--- src/rtl/ladybird_boot_loader.sv ---
// Boot loader for ladybird_core: packs a byte stream into 32-bit words with strobes and
// writes them over AXI4-Lite, then releases the core with the captured entry PC.
module ladybird_boot_loader #(
   parameter int AXI_ADDR_W = 32,
   parameter int AXI_DATA_W = 32,
   parameter int XLEN       = 32
) (
   input  logic                   clk,
   input  logic                   nrst,
   input  logic                   load_valid,
   output logic                   load_ready,
   input  logic [AXI_ADDR_W-1:0]  load_addr,
   input  logic [7:0]             load_data,
   input  logic                   load_last,
   input  logic [XLEN-1:0]        entry_pc,
   output logic                   awvalid,
   input  logic                   awready,
   output logic [AXI_ADDR_W-1:0]  awaddr,
   output logic                   wvalid,
   input  logic                   wready,
   output logic [AXI_DATA_W-1:0]  wdata,
   output logic [AXI_DATA_W/8-1:0] wstrb,
   input  logic                   bvalid,
   output logic                   bready,
   input  logic [1:0]             bresp,
   output logic                   start,
   output logic [XLEN-1:0]        start_pc,
   output logic                   busy,
   output logic                   error
);

   localparam int NB = AXI_DATA_W / 8;

   typedef enum logic [1:0] {
      S_COLLECT = 2'd0,
      S_ISSUE   = 2'd1,
      S_RESP    = 2'd2,
      S_START   = 2'd3
   } state_t;

   state_t                  state_reg, state_next;
   logic [AXI_ADDR_W-3:0]   wa_reg, wa_next;
   logic [AXI_DATA_W-1:0]   data_reg, data_next, data_merged;
   logic [NB-1:0]           strb_reg, strb_next, strb_merged, lane_bit;
   logic                    last_reg, last_next;
   logic [XLEN-1:0]         pc_reg, pc_next;
   logic [XLEN-1:0]         start_pc_reg, start_pc_next;
   logic                    aw_done_reg, aw_done_next;
   logic                    w_done_reg, w_done_next;
   logic                    busy_reg, busy_next;
   logic                    error_reg, error_next;

   logic [1:0] lane;
   logic       buf_empty, mergeable, accept;
   logic       aw_fire, w_fire, aw_all, w_all;

   assign lane      = load_addr[1:0];
   assign buf_empty = (strb_reg == '0);
   assign mergeable = buf_empty || ((load_addr[AXI_ADDR_W-1:2] == wa_reg) && !strb_reg[lane]);
   assign accept    = (state_reg == S_COLLECT) && load_valid && mergeable;
   assign lane_bit  = NB'(1) << lane;
   assign strb_merged = strb_reg | lane_bit;

   // Only the addressed lane takes the incoming byte; the others keep their buffered value.
   for (genvar gi = 0; gi < NB; gi++) begin : g_lane
      assign data_merged[gi*8 +: 8] = (lane == 2'(gi)) ? load_data : data_reg[gi*8 +: 8];
   end

   assign load_ready = nrst && (state_reg == S_COLLECT) && mergeable;
   assign awvalid    = (state_reg == S_ISSUE) && !aw_done_reg;
   assign wvalid     = (state_reg == S_ISSUE) && !w_done_reg;
   assign bready     = (state_reg == S_RESP);
   assign start      = (state_reg == S_START);
   assign awaddr     = {wa_reg, 2'b00};
   assign wdata      = data_reg;
   assign wstrb      = strb_reg;
   assign start_pc   = start_pc_reg;
   assign busy       = busy_reg;
   assign error      = error_reg;

   assign aw_fire = awvalid && awready;
   assign w_fire  = wvalid && wready;
   assign aw_all  = aw_done_reg || aw_fire;
   assign w_all   = w_done_reg || w_fire;

   always_comb begin
      state_next    = state_reg;
      wa_next       = wa_reg;
      data_next     = data_reg;
      strb_next     = strb_reg;
      last_next     = last_reg;
      pc_next       = pc_reg;
      start_pc_next = start_pc_reg;
      aw_done_next  = aw_done_reg;
      w_done_next   = w_done_reg;
      busy_next     = busy_reg;
      error_next    = error_reg;
      case (state_reg)
         S_COLLECT: begin
            if (accept) begin
               if (buf_empty) wa_next = load_addr[AXI_ADDR_W-1:2];
               strb_next = strb_merged;
               data_next = data_merged;
               busy_next = 1'b1;
               if (load_last) begin
                  last_next = 1'b1;
                  pc_next   = entry_pc;
               end
               if (strb_merged == '1 || load_last) state_next = S_ISSUE;
            end else if (load_valid) begin
               // Byte cannot join this word: flush and hold it until the buffer is empty.
               state_next = S_ISSUE;
            end
         end
         S_ISSUE: begin
            if (aw_all && w_all) begin
               aw_done_next = 1'b0;
               w_done_next  = 1'b0;
               state_next   = S_RESP;
            end else begin
               aw_done_next = aw_all;
               w_done_next  = w_all;
            end
         end
         S_RESP: begin
            if (bvalid) begin
               error_next = error_reg || (bresp != 2'b00);
               strb_next  = '0;
               data_next  = '0;
               if (last_reg) begin
                  start_pc_next = pc_reg;
                  busy_next     = 1'b0;
                  state_next    = S_START;
               end else begin
                  state_next = S_COLLECT;
               end
            end
         end
         default: ;
      endcase
   end

   always_ff @(posedge clk or negedge nrst) begin
      if (!nrst) begin
         state_reg    <= S_COLLECT;
         wa_reg       <= '0;
         data_reg     <= '0;
         strb_reg     <= '0;
         last_reg     <= 1'b0;
         pc_reg       <= '0;
         start_pc_reg <= '0;
         aw_done_reg  <= 1'b0;
         w_done_reg   <= 1'b0;
         busy_reg     <= 1'b0;
         error_reg    <= 1'b0;
      end else begin
         state_reg    <= state_next;
         wa_reg       <= wa_next;
         data_reg     <= data_next;
         strb_reg     <= strb_next;
         last_reg     <= last_next;
         pc_reg       <= pc_next;
         start_pc_reg <= start_pc_next;
         aw_done_reg  <= aw_done_next;
         w_done_reg   <= w_done_next;
         busy_reg     <= busy_next;
         error_reg    <= error_next;
      end
   end

endmodule
--- config.mk ---
export PLATFORM = sky130hd
export DESIGN_NAME = ladybird_boot_loader
export DESIGN_NICKNAME = d
export VERILOG_FILES = /design/src/rtl/ladybird_boot_loader.sv
export SDC_FILE = /design/constraint.sdc
export NUM_CORES = 1
export LEC_CHECK = 0
export CORE_MARGIN = 5
export CORE_UTILIZATION = 25
export CTS_BUF_LIST = sky130_fd_sc_hd__clkbuf_2
export DETAILED_ROUTE_END_ITERATION = 7
export DONT_BUFFER_PORTS = 1
export HOLD_SLACK_MARGIN = 0.05
export PLACE_DENSITY = 0.47
export SLEW_MARGIN = 20
export SYNTH_ARGS = -nofsm -noshare
export SYNTH_HDL_FRONTEND = slang
export SYNTH_SLANG_ARGS = --single-unit
--- constraint.sdc ---
create_clock -name clk -period 6.8 [get_ports clk]
set_clock_uncertainty 0.05 [all_clocks]
set_input_delay 1.36 -clock clk [delete_from_list [all_inputs] [get_ports clk]]
set_output_delay 1.36 -clock clk [all_outputs]
set_load 0.005 [all_outputs]
# After elaboration in Yosys (flattened, before gate mapping)
# Cells that the tools add are included.
[classes] addsub=0 n_mul=0 div=0 order_cmp=1 n_eq_ne=18 n_shift=1 n_mux=25 bitwise=1 n_reduce_logical=35
[op_table] cell="32-bit 2-to-1 mux" count=2
[op_table] cell="32-bit case mux with 2 select lines" count=1
[op_table] cell="8-bit 2-to-1 mux" count=4
[op_table] cell="30-bit equality test" count=1
[op_table] cell="4-bit AND reduction" count=5
[op_table] cell="2-bit 2-to-1 mux" count=6
[op_table] cell="2-bit != test, second input constant" count=6
[op_table] cell="3-bit AND reduction" count=4
[op_table] cell="1-bit logical AND" count=10
[op_table] cell="2-bit equality test, second input constant" count=4
[op_table] cell="4-bit 2-to-1 mux" count=2
[op_table] cell="4-bit case mux with 2 select lines" count=1
[op_table] cell="1-bit 2-to-1 mux" count=6
[op_table] cell="2-bit case mux with 3 select lines" count=1
[op_table] cell="1-bit logical OR" count=5
[op_table] cell="5-bit AND reduction" count=1
[op_table] cell="2-bit by 1-bit equality test with 1-bit output, second input constant" count=2
[op_table] cell="4-bit equality test, second input constant" count=1
[op_table] cell="2-bit logical NOT" count=2
[op_table] cell="4-bit logical NOT" count=1
[op_table] cell="2-bit by 1-bit != test with 1-bit output, second input constant" count=2
[op_table] cell="4-bit bitwise OR" count=1
[op_table] cell="2-bit nonzero test" count=2
[op_table] cell="1-bit by 2-bit << shifter with 4-bit output, first input constant" count=1
[op_table] cell="8 further kinds" count=10
[totals] ff_bits=137 latchBits=0 ramBits=0 romBits=0 input_bits=81 output_inout_bits=107 elab_cells=95 n_memories=0

# Depth between registers and ports, before layout
# Gate-level depths: netlist of run 1.
[logic_depth] word_depth=8 depth_mapped=9 ltp_nobuf=8

# Worst setup path after synthesis of run 1
# No wires, ideal clock.
[synth_timing] path_type="input port to output port" startpoint="in load_addr[2]" endpoint="out load_ready" arrival_time_ns=3.054 t_required_ns=5.390 slack_ns=2.336 path_stages=8 path_buffers=2 cell_sequence="nor2b_4 a2111oi_4 nand3_1 or4_4 buf_6 clkbuf_1 o21ai_1 and3_1"
[synth_via] elab_chain_cells=4
[synth_rtl] item="start: declaration" line_no="12" rtl="input logic [AXI_ADDR_W-1:0] load_addr,"
[synth_rtl] item="30-bit equality test" line_no="59" rtl="assign mergeable = buf_empty || ((load_addr[AXI_ADDR_W-1:2] == wa_reg) && !strb_reg[lane]);"
[synth_rtl] item="1-bit logical AND" line_no="59"
[synth_rtl] item="1-bit logical OR" line_no="59"
[synth_rtl] item="1-bit logical AND" line_no="69" rtl="assign load_ready = nrst && (state_reg == S_COLLECT) && mergeable;"
[synth_rtl] item="end: declaration" line_no="11" rtl="output logic load_ready,"
# Every way passes these cells.

# Worst setup path after layout of run 1
# Ends and elaborated chain as after synthesis.

==> results of run 1 <==
how the worst max path moves through the flow:
stage                  to  slack, ns  cells after the start
2_1_floorplan  load_ready       2.34                      8
3_3_place_gp   load_ready       2.01                      6
3_5_place_dp   load_ready       1.98                      6
4_1_cts        load_ready       1.98                      6
5_1_grt        load_ready       1.88                      6
6_report       load_ready       2.06                      6
worst max-delay path, cell delays in order:
cell and delay (ns):
nor2b_4 0.11, a2111oi_4 0.32, nand3_1 0.10, or4_4 0.88
o21ai_1 0.30, and3_1 0.23
cells in the mapped netlist (all sizes together) (9+ instances only):
master,n
o21ai,27
xor2,9
xnor2,13
nor2b,13
nand2b,12
buf,21
o32ai,24
a22o,32
dfrtp,137
clkbuf,39
a31oi,33
or3,35
o31ai,9
mux2,64
nand3,69
nand2,46
area by class of cell:
| type | count | share of cell area |
|---|---|---|
| Sequential cell | 137 | 0.4522 |
| Multi-Input combinational cell | 459 | 0.4478 |
| Tap cell | 378 | 0.06239 |
| Clock inverter | 13 | 0.01584 |
| Clock buffer | 19 | 0.01254 |
| Timing Repair Buffer | 5 | 0.004951 |
| Inverter | 8 | 0.003961 |
| Antenna cell | 1 | 0.0003301 |
logic make-up (layout without fill, tap and decap cells):
group,count (synthesis),after routing,share of synthesized area
AO/OA/AOI/OAI,163,163,0.1757
XOR/XNOR,22,22,0.02706
adder cells (fa/ha/maj),4,4,0.007028
buffers and inverters,70,45,0.04621
flip-flops,137,137,0.4814
multiplexers,65,65,0.1031
other,1,3,0.0005266
AND/OR/NAND/NOR,203,203,0.1590
power by group:
group	total [mW]	switching, mW	internal, mW	leakage [nW]
sequential	1.43	0.324	1.11	1.53
clock	0.481	0.344	0.137	0.122
combinational	0.916	0.473	0.443	1.13
routing by layer:
layer | vias up | track usage | routed length, um
met4 | 0 | 0.02878 | 177
li1 | 2418 | - | -
met2 | 147 | 0.2071 | 10080
met3 | 8 | 0.05546 | 1915
met5 | - | 0 | 0
met1 | 2670 | 0.1724 | 9357
per-stage QoR:
stage	instance area, um2	instances	setup WS, ns	power (mW)
3_5_place_dp	7361	987	1.985	2.392
4_1_cts	7576	1019	1.977	2.894
6_report	7581	1020	2.061	2.828
3_3_place_gp	7358	987	2.009	2.372
5_1_grt	7581	1020	1.875	3.055
2_1_floorplan	7126	666	2.336	2.109
==> results.toml, run 1 <==
[status]
status = "complete, no violations"

[cells_and_area]
fillers = 2964
fin_nets = 713
synthToLayoutAreaGrowth_pct = 6.448
multiInputGateArea_um2 = 3395
register_area_um2 = 3428
final_util = 0.2714
drive_gt1_frac = 0.1934
final_common_cell = "dfrtp_1"
final_cell_mix = "dfrtp_1 (137), nand3_1 (67), mux2_2 (63)"

[route]
vias_per_cell = 5.140
ant_nets = 0
dr.first_iter.drc_count = 416
first_pass_iters = 5
drt-total-wl_um = 21530
route.detailed.drc = 0
wl_per_cell_um = 21.10
vias = 5243

[global_routing]
grt_pass1_wl_um = 32650
antenna_found_initial = 1
grt_overflow = 0
globalRouteTotalUtil = 0.1327
grt_pass1_vias = 5140
grt_max_degree = 139

[worst_setup_path]
startpoint = "load_addr[2]"
critPathRequiredTime_ns = 5.39
cp-start-kind = "input pin"
reg2regPathDepth = 8
critPathKind = "in2out"
r2r_slack_ns = 3.32
r2r_start = "state_reg[0]$_DFFE_PN0P_"
crit-reg2reg-capture = "wdata[0]$_DFFE_PN0P_"
end_kind = "primary output"
crit_arrival_ns = 3.33
crit_fanout = 84

[sta]
fin_crit_sh = 0.6969
tns_ns = 0
hold_viol_final = 0
worst_slew_pin_slew_ns = 1.010
hold_ws_ns = 0.2758
slew_headroom = 0.3270
setup-violations-final = 0
slew_violations = 0
rsz0062_at_grt = "false"
fmax_ghz = 0.2110
period_needed_ns = 4.739

[synth]
synth_area_leaders = "dfrtp_1 (48%), mux2_2 (10%), nand3_1 (4.8%), a22o_1 (3.9%), or3_1 (3.1%)"
synth_area_leader_cell = "dfrtp_1"
yosysTopAreaCellShare = 0.4814
synth_flop_cell = "dfrtp_1"
ys_seq_area_frac = 0.4814
synthArstFlopShare = 1.000
synth_edf_count = 0
synth.distinct_cells = 59
postSynthAreaPerCell_um2 = 10.71
postSynthCellCount = 665
synth-seq-cells = 137
yosys_warnings = 0
netlist_area_um2 = 7122

[clocking]
cts_root_buffer = "clkbuf_2"
postCtsSetupBuffers = 0
clock_latency_ns = 0.69
cts_resized = 0
htree_levels = 4
cts_sinks = 137
clk_pin_slew_ns = 0.23
cts_tree = "yes"
clockBufferDepth = 2
cts_buffers = 17
hold_buffers = 0

[run]
cap_violations = 0

[floorplanning]
die-area_um2 = 31960
die_height_um = 178.8
initial_core_util = 0.2549
design.core.area_um2 = 27930
rows = 61
fp.dieW_um = 178.8
num_io_pins = 188

[placed_design]
post-dp-hpwl_um = 13850
port_buffers = 0
gp_congestion = 0.7123

[min_path]
hold_class = "in2async"

[pwr]
peakVddDrop_v = 0.0001615
p_per_area_nw_per_um2 = 373.0
cellLeakagePower_nw = 2.787
No activity file was read; power rests on OpenSTA's default activity.
==> run 2: changes to the inputs <==
- clock period: 6.8 -> 4.92 ns (I/O delays scaled with it)
==> run 2 against run 1 <==
Worst setup slack worse by 1.1 ns. Non-clock buffer count is 3 higher. Critical endpoint unchanged. Largest cell class unchanged. Final area is 1.2% higher. Sequential cell count stayed put. Core utilization is 0.33 points higher. Die area stayed put.
==> results.toml, run 2 (synthesis gave the netlist of run 1 again) <==
[sta]
slew_violations = 0
tns_ns = 0
slew_headroom = 0.3840
worst_slew_pin_slew_ns = 0.9229
hold_viol_final = 0
fin_crit_sh = 0.8056
setup-violations-final = 0
timing.final.ws_setup_ns = 0.9565
period_needed_ns = 3.963
rsz0062_at_grt = "false"
fmax_ghz = 0.2523

[placed_design]
post-dp-hpwl_um = 14120
placedCellCount = 989
gp_congestion = 0.7243
port_buffers = 0
place_worst_setup_slack_ns = 1.089

[cells_and_area]
fin_nets = 716
final_cells = 1023
fillers = 3017
final_cell_mix = "dfrtp_1 (137), nand3_1 (67), mux2_2 (63)"
drive_gt1_frac = 0.1988
final_util = 0.2747
final_common_cell = "dfrtp_1"
multiInputGateArea_um2 = 3395
synthToLayoutAreaGrowth_pct = 7.730
register_area_um2 = 3428

[floorplanning]
rows = 61
die_height_um = 178.8
design.core.area_um2 = 27930
fp.dieW_um = 178.8
num_io_pins = 188
die-area_um2 = 31960
initial_core_util = 0.2549

[worst_setup_path]
critPathKind = "reg2out"
crit_arrival_ns = 2.93
end_kind = "primary output"
cp-start-kind = "flop"
crit_fanout = 26
critPathRequiredTime_ns = 3.89
r2r_slack_ns = 1.53

[route]
first_pass_iters = 7
drt-total-wl_um = 21370
wl_per_cell_um = 20.88
dr.first_iter.drc_count = 349
route.detailed.drc = 0
vias = 5282
ant_nets = 0
vias_per_cell = 5.163

[global_routing]
globalRouteTotalUtil = 0.1323
grt_pass1_wl_um = 32680
antenna_found_initial = 2
grt_overflow = 0
grt_pass1_vias = 5297
grt_max_degree = 138

[clocking]
htree_levels = 4
cts_tree = "yes"
cts_buffers = 17
postCtsSetupBuffers = 0
cts_root_buffer = "clkbuf_2"
hold_buffers = 1
clk_pin_slew_ns = 0.25
cts_sinks = 137
clockBufferDepth = 2
clock_latency_ns = 0.69
cts_resized = 0

[run]
cap_violations = 0

[status]
status = "complete, no violations"

[pwr]
p_per_area_nw_per_um2 = 526.2
peakVddDrop_v = 0.0002068
cellLeakagePower_nw = 2.835
power_mw = 4.037

[min_path]
hold_class = "in2async"
run 2: metal layers:
layer	global-route usage	up-vias	routed length (um)
met4	0.03486	0	226
li1	-	2425	-
met3	0.05420	12	2277
met1	0.1666	2658	8844
met2	0.2104	187	10020
met5	0	-	0
run 2: layout make-up:
class	count	area share
Timing Repair Buffer	8	0.01044
Clock buffer	19	0.01239
Clock inverter	13	0.02202
Tap cell	378	0.06164
Multi-Input combinational cell	459	0.4424
Sequential cell	137	0.4468
Antenna cell	1	0.0003262
Inverter	8	0.003914
run 2: stage by stage:
step / hold WS [ns] / area (um2)
after floorplan: 0.4178 / 7126
after global placement: 0.4515 / 7373
after detailed placement: 0.4516 / 7376
after CTS: 0.1191 / 7667
after global routing: 0.06532 / 7672
final: 0.1993 / 7672
run 2: final timing paths:
path                                        startpoint                      end  cells after the start
worst max-delay path            wa_reg[13]$_DFFE_PN0P_               load_ready                      6
worst min-delay path                              nrst  start_pc[5]$_DFFE_PN0P_                      1
worst max register to register    wstrb[1]$_DFFE_PN0P_    pc_reg[0]$_DFFE_PN0P_                      6
worst min register to register       error$_DFFE_PN0P_        error$_DFFE_PN0P_                      1
max in group asynchronous                         nrst    wa_reg[2]$_DFFE_PN0P_                      1
min in group clk                         load_addr[29]   wa_reg[27]$_DFFE_PN0P_                      1
run 2: power breakdown:
group / internal (mW) / leakage, nW / switching [mW]
registers: 1.53 / 1.53 / 0.446
logic: 0.616 / 1.15 / 0.674
clock network: 0.293 / 0.148 / 0.479
total: 2.44 / 2.84 / 1.60
run 2: critical path, stage by stage, from the launching register on:
cell and delay, ns:
dfrtp_1 0.48, nor2b_4 0.15, a2111oi_4 0.32, nand3_1 0.12, or4_4 0.74, o21ai_1 0.23, and3_1 0.22
==> run 3: changes to the inputs <==
- clock period: 4.92 -> 4 ns (I/O delays scaled with it)
==> run 3 against run 2 <==
Global-route usage increased by 0.10 points. Routed wire length increased by 1.8%. Clock power grew 41%. Die area unchanged. Critical endpoint unchanged. Largest power group unchanged.
==> results.toml, run 3 (synthesis gave the netlist of run 1 again) <==
[route]
vias_per_cell = 5.124
wl_per_cell_um = 21.13
vias = 5273
drt-total-wl_um = 21740
ant_nets = 0
first_pass_iters = 5
dr.first_iter.drc_count = 415
route.detailed.drc = 0

[worst_setup_path]
r2r_slack_ns = 0.88
end_kind = "primary output"
crit_arrival_ns = 2.81
critPathBufInv = 0
crit_chain = "xor2_1, a2111oi_2, nand4b_1, or2_4, o21ai_1, and3_1"
crit_slowest_cell = "dfrtp_1"
reg2regPathDepth = 7
startpoint = "wa_reg[2]$_DFFE_PN0P_"
crit-reg2reg-capture = "state_reg[0]$_DFFE_PN0P_"
critPathRequiredTime_ns = 3.15
crit_fanout = 6
r2r_start = "wa_reg[13]$_DFFE_PN0P_"
crit_family = "simple AND/OR/NAND/NOR gates"
critPathMaxStageDelay_ns = 0.48
cp-start-kind = "flop"
critPathKind = "reg2out"

[clocking]
clockBufferDepth = 2
clk_pin_slew_ns = 0.24
cts_tree = "yes"
cts_root_buffer = "clkbuf_2"
htree_levels = 4
cts_resized = 0
postCtsSetupBuffers = 0
clock_latency_ns = 0.68
cts_sinks = 137
cts_buffers = 17

[sta]
worst_slew_pin_slew_ns = 1.128
hold_ws_ns = 0.1865
fin_crit_sh = 0.9140
setup-violations-final = 0
timing.final.ws_setup_ns = 0.3439
period_needed_ns = 3.656
slew_headroom = 0.2466
slew_violations = 0
tns_ns = 0
fmax_ghz = 0.2735
rsz0062_at_grt = "false"
hold_viol_final = 0

[floorplanning]
die_height_um = 178.8
design.core.area_um2 = 27930
fp.dieW_um = 178.8
rows = 61
die-area_um2 = 31960
initial_core_util = 0.2549
num_io_pins = 188

[pwr]
cellLeakagePower_nw = 2.899
power_mw = 5.129
peakVddDrop_v = 0.0002371
p_per_area_nw_per_um2 = 658.7

[cells_and_area]
final_common_cell = "dfrtp_1"
final_area_um2 = 7786
fillers = 2964
synthToLayoutAreaGrowth_pct = 9.329
fin_nets = 724
drive_gt1_frac = 0.1954
final_cell_mix = "dfrtp_1 (137), nand3_1 (67), mux2_2 (63)"

[min_path]
hold_path_depth = 1
hold_class = "in2reg"
whs_endpoint = "wa_reg[24]$_DFFE_PN0P_"
min_from = "load_addr[26]"

[global_routing]
grt_pass1_wl_um = 32670
grt_max_degree = 138
global_route.usage.met1 = 0.1782
antenna_found_initial = 2
busiest_layer = "met2"
globalRouteTotalUtil = 0.1333
grt_use_met3 = 0.05673
grt_overflow = 0
grt_pass1_vias = 5111
use_met2 = 0.2010

[placed_design]
port_buffers = 0
place_worst_setup_slack_ns = 0.5161
post-dp-hpwl_um = 14100
place_area_um2 = 7403
gp_congestion = 0.7094

[status]
status = "complete, no violations"

[run]
cap_violations = 0
## run 3: cell count changes in the layout (fill, tap and decap cells not counted)
cell / before / now
buf_4: 7 / 11
bufinv_16: 3 / 6
clkbuf_2: 19 / 17
clkinv_1: 0 / 1
clkinv_2: 1 / 2
clkinv_4: 1 / 3
clkinvlp_4: 4 / 1
dlygate4sd3_1: 0 / 4
inv_6: 4 / 0
nor2b_1: 8 / 10
nor2b_2: 3 / 1
## run 3: layer usage
metal  vias to the layer above  wire (um)
met5                         -          0
met4                         0        193
li1                       2445          -
met1                      2640       9599
met3                        13       2039
met2                       175       9909
## run 3: what timing repair did
action | 4_1_cts | 5_1_grt
hold endpoints to repair | 137 | 3
hold buffers | 2 | 3
setup endpoints to repair | 0 | 0
## run 3: worst max path at each step
stage	to	slack [ns]	cells after the start
2_1_floorplan	load_ready	0.66	8
3_3_place_gp	state_reg[0]$_DFFE_PN0P_	0.57	7
3_5_place_dp	wdata[13]$_DFFE_PN0P_	0.52	7
4_1_cts	load_ready	0.20	6
5_1_grt	load_ready	0.08	6
6_report	load_ready	0.34	6
## run 3: worst reg2reg max path, cell delays in order, from the launching register on
cell and delay, ns:
dfrtp_1 0.48, nor2b_4 0.16, a2111oi_4 0.30, nand3_1 0.11, or4_4 0.53, buf_4 0.37, o41a_2 0.73, mux2_4 0.30
## run 3: layout make-up
class	count	area [um2]	area share
Tap cell	378	473.0	0.06074
Clock buffer	17	85.08	0.01093
Antenna cell	1	2.502	0.0003214
Sequential cell	137	3428	0.4403
Clock inverter	13	227.7	0.02925
Timing Repair Buffer	16	150.1	0.01928
Multi-Input combinational cell	459	3390	0.4353
Inverter	8	30.03	0.003857
## run 3: stage by stage
step	cells	utilization
5_1_grt	1029	0.2787
4_1_cts	1025	0.2776
2_1_floorplan	666	-
6_report	1029	0.2787
3_3_place_gp	993	0.2650
3_5_place_dp	993	0.2650
## run 3: where the power goes
part,internal (mW),total [mW],switching [mW]
clock network,0.527,1.09,0.568
registers,1.88,2.45,0.566
logic,0.765,1.59,0.821
total,3.17,5.13,1.95
